==> config.mk <==
export PLATFORM = sky130hd
export DESIGN_NAME = symbol_stream_feeder
export DESIGN_NICKNAME = d
export VERILOG_FILES = /design/src/rtl/symbol_stream_feeder.sv
export SDC_FILE = /design/constraint.sdc
export NUM_CORES = 1
export LEC_CHECK = 0
export ABC_AREA = 1
export CORE_MARGIN = 2
export CORE_UTILIZATION = 60
export CTS_CLUSTER_SIZE = 30
export DETAILED_ROUTE_END_ITERATION = 10
export GPL_TIMING_DRIVEN = 0
export PLACE_DENSITY = 0.8
export SLEW_MARGIN = 10
export SYNTH_ARGS = -nofsm -noshare
export SYNTH_HDL_FRONTEND = slang
export SYNTH_SLANG_ARGS = --single-unit
==> constraint.sdc <==
create_clock -name i_clk -period 2.48 [get_ports i_clk]
set_clock_uncertainty 0.1 [all_clocks]
set_input_delay 0.744 -clock i_clk [delete_from_list [all_inputs] [get_ports i_clk]]
set_output_delay 0.744 -clock i_clk [all_outputs]
set_load 0.02 [all_outputs]
==> src/rtl/symbol_stream_feeder.sv <==
// symbol_stream_feeder
//   Symbol source for the Aho-Corasick matcher. A local buffer of SYM_W-bit
//   symbols is loaded while idle. On i_start the first i_len symbols are
//   streamed out using the matcher's two-phase handshake: one INITIALIZE
//   cycle, then one EN cycle carrying the symbol. This repeats for every
//   symbol, and the stream ends with a trailing INITIALIZE cycle.
//
// Ports
//   i_clk          clock, rising edge
//   i_rst          synchronous reset, active-low
//   i_wr_en        buffer write strobe (honoured only while idle)
//   i_wr_addr      buffer write address
//   i_wr_data      buffer write data
//   i_len          number of symbols to stream, sampled with i_start
//   i_start        begin streaming (idle only)
//   i_stall        pause streaming while high
//   i_abort        cancel streaming
//   o_en           matcher symbol-valid
//   o_initialize   matcher initialize phase
//   o_string       symbol to matcher, valid when o_en=1
//   o_sym_idx      index of the symbol currently or next presented
//   o_busy         streaming in progress
//   o_done         one-cycle pulse on normal completion
module symbol_stream_feeder #(
    parameter int SYM_W  = 4,
    parameter int DEPTH  = 32,
    parameter int ADDR_W = 5
) (
    input  logic              i_clk,
    input  logic              i_rst,
    input  logic              i_wr_en,
    input  logic [ADDR_W-1:0] i_wr_addr,
    input  logic [SYM_W-1:0]  i_wr_data,
    input  logic [ADDR_W:0]   i_len,
    input  logic              i_start,
    input  logic              i_stall,
    input  logic              i_abort,
    output logic              o_en,
    output logic              o_initialize,
    output logic [SYM_W-1:0]  o_string,
    output logic [ADDR_W-1:0] o_sym_idx,
    output logic              o_busy,
    output logic              o_done
);

    typedef enum logic [2:0] {
        S_IDLE,
        S_INIT,
        S_FEED,
        S_TAIL,
        S_FIN
    } state_t;

    localparam logic [ADDR_W:0] MAX_LEN = (ADDR_W+1)'(DEPTH);

    state_t              r_state;
    logic [ADDR_W:0]     r_len;
    logic [ADDR_W-1:0]   r_sym_idx;
    logic [SYM_W-1:0]    r_string;
    logic                r_en;
    logic                r_init;
    logic                r_busy;
    logic                r_done;
    logic [SYM_W-1:0]    r_buf [DEPTH];

    state_t              w_state_nxt;
    logic [ADDR_W:0]     w_len_nxt;
    logic [ADDR_W-1:0]   w_idx_nxt;
    logic [SYM_W-1:0]    w_string_nxt;
    logic                w_en_nxt;
    logic                w_init_nxt;
    logic                w_busy_nxt;
    logic                w_done_nxt;
    logic [ADDR_W:0]     w_len_clamped;
    logic                w_last;

    assign w_len_clamped = (i_len > MAX_LEN) ? MAX_LEN : i_len;
    // The symbol in FEED is the last one when idx+1 reaches the latched length.
    assign w_last = (({1'b0, r_sym_idx} + (ADDR_W+1)'(1)) == r_len);

    // Buffer contents survive reset; writes only land while idle, so a write
    // issued together with i_start is already in place for the first read.
    always_ff @(posedge i_clk) begin
        if (i_wr_en && (r_state == S_IDLE)) begin
            r_buf[i_wr_addr] <= i_wr_data;
        end
    end

    always_ff @(posedge i_clk) begin
        if (!i_rst) begin
            r_state   <= S_IDLE;
            r_len     <= '0;
            r_sym_idx <= '0;
            r_string  <= '0;
            r_en      <= 1'b0;
            r_init    <= 1'b0;
            r_busy    <= 1'b0;
            r_done    <= 1'b0;
        end else begin
            r_state   <= w_state_nxt;
            r_len     <= w_len_nxt;
            r_sym_idx <= w_idx_nxt;
            r_string  <= w_string_nxt;
            r_en      <= w_en_nxt;
            r_init    <= w_init_nxt;
            r_busy    <= w_busy_nxt;
            r_done    <= w_done_nxt;
        end
    end

    // Outputs are registered: this block decides what the next cycle shows.
    always_comb begin
        w_state_nxt  = r_state;
        w_len_nxt    = r_len;
        w_idx_nxt    = r_sym_idx;
        w_string_nxt = r_string;
        w_en_nxt     = 1'b0;
        w_init_nxt   = 1'b0;
        w_busy_nxt   = 1'b0;
        w_done_nxt   = 1'b0;

        case (r_state)
            S_IDLE: begin
                if (i_start) begin
                    w_len_nxt = w_len_clamped;
                    w_idx_nxt = '0;
                    if (w_len_clamped == '0) begin
                        w_state_nxt = S_FIN;
                        w_done_nxt  = 1'b1;
                    end else begin
                        w_state_nxt = S_INIT;
                        w_init_nxt  = 1'b1;
                        w_busy_nxt  = 1'b1;
                    end
                end
            end

            S_INIT, S_FEED, S_TAIL: begin
                if (i_abort) begin
                    w_state_nxt  = S_IDLE;
                    w_idx_nxt    = '0;
                    w_string_nxt = '0;
                end else if (i_stall) begin
                    // Freeze state and index and blank both strobes; the
                    // sequence resumes where it left off once stall drops.
                    w_busy_nxt = 1'b1;
                end else begin
                    w_busy_nxt = 1'b1;
                    case (r_state)
                        S_INIT: begin
                            w_state_nxt  = S_FEED;
                            w_en_nxt     = 1'b1;
                            w_string_nxt = r_buf[r_sym_idx];
                        end
                        S_FEED: begin
                            w_init_nxt = 1'b1;
                            if (w_last) begin
                                w_state_nxt = S_TAIL;
                            end else begin
                                w_state_nxt = S_INIT;
                                w_idx_nxt   = r_sym_idx + ADDR_W'(1);
                            end
                        end
                        default: begin
                            w_state_nxt = S_FIN;
                            w_done_nxt  = 1'b1;
                            w_busy_nxt  = 1'b0;
                            w_idx_nxt   = '0;
                        end
                    endcase
                end
            end

            S_FIN: begin
                w_state_nxt = S_IDLE;
            end

            default: begin
                w_state_nxt = S_IDLE;
            end
        endcase
    end

    assign o_en         = r_en;
    assign o_initialize = r_init;
    assign o_string     = r_string;
    assign o_sym_idx    = r_sym_idx;
    assign o_busy       = r_busy;
    assign o_done       = r_done;

endmodule

==> results by group <==
Worst setup path
  • Crit path max-delay family: buffers and inverters
  • Required @ worst endpoint: 1.64 ns
  • Arrival time worst endpoint: 1.58 ns
  • Critical-path top delay cell: clkdlybuf4s50_1
  • Crit end category: primary output
  • Worst r2r src: r_state[0]
  • Critical path startpoint: o_sym_idx[1]
  • Worst Setup Start Kind: flop
  • Crit path depth: 1
  • Worst Path Buf+Inv: 1
  • CP peak stage delay: about 0.64 ns
  • Crit path cell chain: clkdlybuf4s50_1
  • R2r setup slk: 0.27 ns
  • Reg2Reg Depth: 7
  • CP endpoint: o_sym_idx[1]
  • R2r endpoint: r_buf[2][0]
  • Worst-path maximum fanout: 5
  • Worst setup path class: reg -> out

Synthesis
  • Yosys warnings: 0
  • Yosys cell types: 29
  • Register area share after synthesis: between 60% and 70%
  • Synth Instances: 660
  • Post-synth EDFFs: 128
  • Post-synth ARST share: 0%
  • #FFs+latches synth: around 160
  • Syn Nets: ~680
  • Avg Synthesized Cell Area: ~10 µm²
  • Ys flop type: edfxtp_1
  • Synthesized area: 0.00658 mm²

Placed design
  • Number of port buffers: 32
  • Gpl congestion: 0.917
  • Dpl hpwl: 10.6 mm

CTS
  • Clk_lat worst skew: 0.55 ns
  • Clock tree root driver cell: clkbuf_8
  • Clock Path Buffers: 2
  • CTS tree: yes
  • CTS Sinks: 155
  • Post-CTS setup buffers: 0
  • Num CTS Buffers: 17
  • H-tree levels: 4
  • Hold_buf cts: 0
  • Clk slew on worst S/H paths: 0.06 ns

Layout
  • P&R area growth vs syn: 16.3%
  • Nets: 733
  • Diode count: 0
  • Share of cells above drive strength 1: between 8 and 9%

STA
  • Max Freq: 0.413 GHz
  • Setup TNS: 0 ns
  • Fin. max-slew vios: 0
  • Hold slack: 0.376 ns
  • # setup viols final: 0
  • Tcrit/Tclk final: 97.6%
  • Unrepaired setup endpoints after global routing: false
  • Rel. slew slack: between 10% and 20%
  • Final min period: 2.42 ns
  • Hold Violations, Final: 0
  • Worst Max-Slew Pin Slew: 1.24 ns

Routing
  • First DRT Iteration DRCs: around 660
  • DR WL/cell: ~19 µm
  • Post-Route WL: about 16 mm
  • Via count: 5,068
  • DRC: 0
  • Antenna-violating nets left: 0
  • DRT Pass-1 Iters: 7
  • Vias per cell: 5.87

Power
  • Sequential share of power: 39.5%
  • Net Sw Frac: 33.4%
  • Leakage power: 0.00288 µW
  • P_sw: between 2000 and 3000 µW
  • PD cells: around 1000 mW/mm²
  • Clock power frac: 32.8%
  • Gate power share: 27.7%
  • Cell internal pwr: 5110 µW
  • Peak VDD IR: between 0.0006 and 0.0007 V

Floorplan
  • Die extent in x: 109 µm
  • Top-Level Pins: 34
  • Std-Cell Rows: 38
  • DIE AREA: 0.0118 mm²
  • Initial core utilization: 61.0%
  • Vert. Die Dim: 109 µm
  • Core region area: approximately 0.011 mm²

Hold path
  • Hold Crit Class: reg -> reg

GRT
  • GRT busiest layer: met2
  • Gr ovfl total: 0
  • First-pass GRT wire length: between 20 and 25 mm
  • Global routing usage on met3: 6.93%
  • Vias in the first global route: 4,898
  • Met2 Track Usage GR: 47.8%
  • Largest net degree at the start of global routing: 33
  • Initial antenna violation count: 0
  • GR Util met1: 36.0%
  • GRT Resource Usage Total: between 20 and 30%

Status
  • Status: finished, final reports clean

Flow run
  • Max-Cap Viols: 0
## through the flow
step | util [%] | setup slack (ns) | cells | instance area [µm²] | power (µW)
after global routing | 70.9 | 0.00769 | 864 | 7650 | 8010
after CTS | 70.9 | 0.0121 | 864 | 7650 | 7650
after detailed placement | 65.6 | -0.272 | 832 | 7080 | 5150
after global placement | 65.6 | -0.235 | 832 | 7080 | 5080
after floorplan | - | 0.456 | 660 | 6580 | 4450
final | 70.9 | 0.0586 | 864 | 7650 | 7680
## cell type report
cell class                      instances  area (µm²)
Multi-Input combinational cell        445        1940
Timing Repair Buffer                   32         320
Clock buffer                           19         422
Buffer                                 26         129
Fill cell                             765        3140
Clock inverter                         13         151
Sequential cell                       155        4390
Tap cell                              140         175
Inverter                               34         128
## layer usage
layer / routed length (µm) / share of wire, %
met1: 6120 / 38
met2: 7960 / 49
met3: 1640 / 10
met4: 533 / 3.3
met5: 0 / 0
## worst min path at each step
stage                     slack, ns          end        start  depth (start not counted)
after global placement         0.36  o_string[0]  o_string[0]                          2
final                          0.38  o_string[0]  o_string[0]                          2
after CTS                      0.37  o_string[0]  o_string[0]                          2
after floorplan                0.35     r_len[3]     r_len[3]                          2
after global routing           0.38  o_string[0]  o_string[0]                          2
after detailed placement       0.37  o_string[0]  o_string[0]                          2
## synthesized netlist by cell type (3+ instances only)
master    count  area share (%)
nand3_1     119             9.0
inv_2         3            0.17
a21oi_1      12            0.91
inv_1        31             1.8
nand2_2       5            0.48
dfxtp_1      27             8.2
nand2_1     215              12
buf_4         4            0.46
buf_2        13            0.99
edfxtp_1    128              58
nor2_1       68             3.9
clkbuf_1      8            0.46
o21ai_0       5            0.38
## cell usage in the layout (no fill, tap or decap), types with 2 or more instances in the layout
| cell type | n |
|---|---|
| nor2_1 | 68 |
| nand4_1 | 2 |
| clkdlybuf4s50_1 | 29 |
| buf_2 | 13 |
| clkinv_1 | 3 |
| bufinv_16 | 3 |
| dfxtp_1 | 26 |
| clkinvlp_4 | 6 |
| nand3_1 | 119 |
| clkbuf_16 | 16 |
| inv_1 | 31 |
| a22oi_1 | 2 |
| buf_4 | 4 |
| nor3_1 | 2 |
| edfxtp_1 | 128 |
| inv_2 | 3 |
| o21ai_1 | 2 |
| nand2_1 | 215 |
| o22ai_1 | 2 |
| a21oi_1 | 12 |
| nand3_2 | 2 |
| dlymetal6s2s_1 | 2 |
| o21ai_0 | 5 |
| clkbuf_1 | 10 |
| nand2_2 | 5 |
## kinds of logic (layout without fill, tap and decap cells)
logic type	Yosys count	in the layout	synth area share, %
buffers and inverters	60	124	3.90
DFF	155	155	66.6
and+or+nand+nor	419	419	27.2
xor gates and xnor gates	1	1	0.133
adders and majority gates	1	1	0.190
AOI/OAI and AO/OA	24	24	1.98
## state kept, by name (all words and copies together) (netlist names), named ones only
signal	count
r_buf	128
r_len	6
o_sym_idx	5
o_string	4
r_state	3
o_busy	1
o_done	1
o_en	1
o_initialize	1
## timing repair
action | CTS | global route
pin swaps | 0 | 0
endpoints found under the setup margin | 1 | 2
resized for setup | 1 | 2
## power by group through the flow
stage | sequential (µW) | clock [µW] | combinational (µW)
detailed placement | 3090 | 0 | 2060
global route | 3050 | 2630 | 2330
finish | 3040 | 2520 | 2120
floorplan | 3110 | 0 | 1340
CTS | 3040 | 2530 | 2080
global placement | 3080 | 0 | 2000
(Power assumes the default switching activity.)
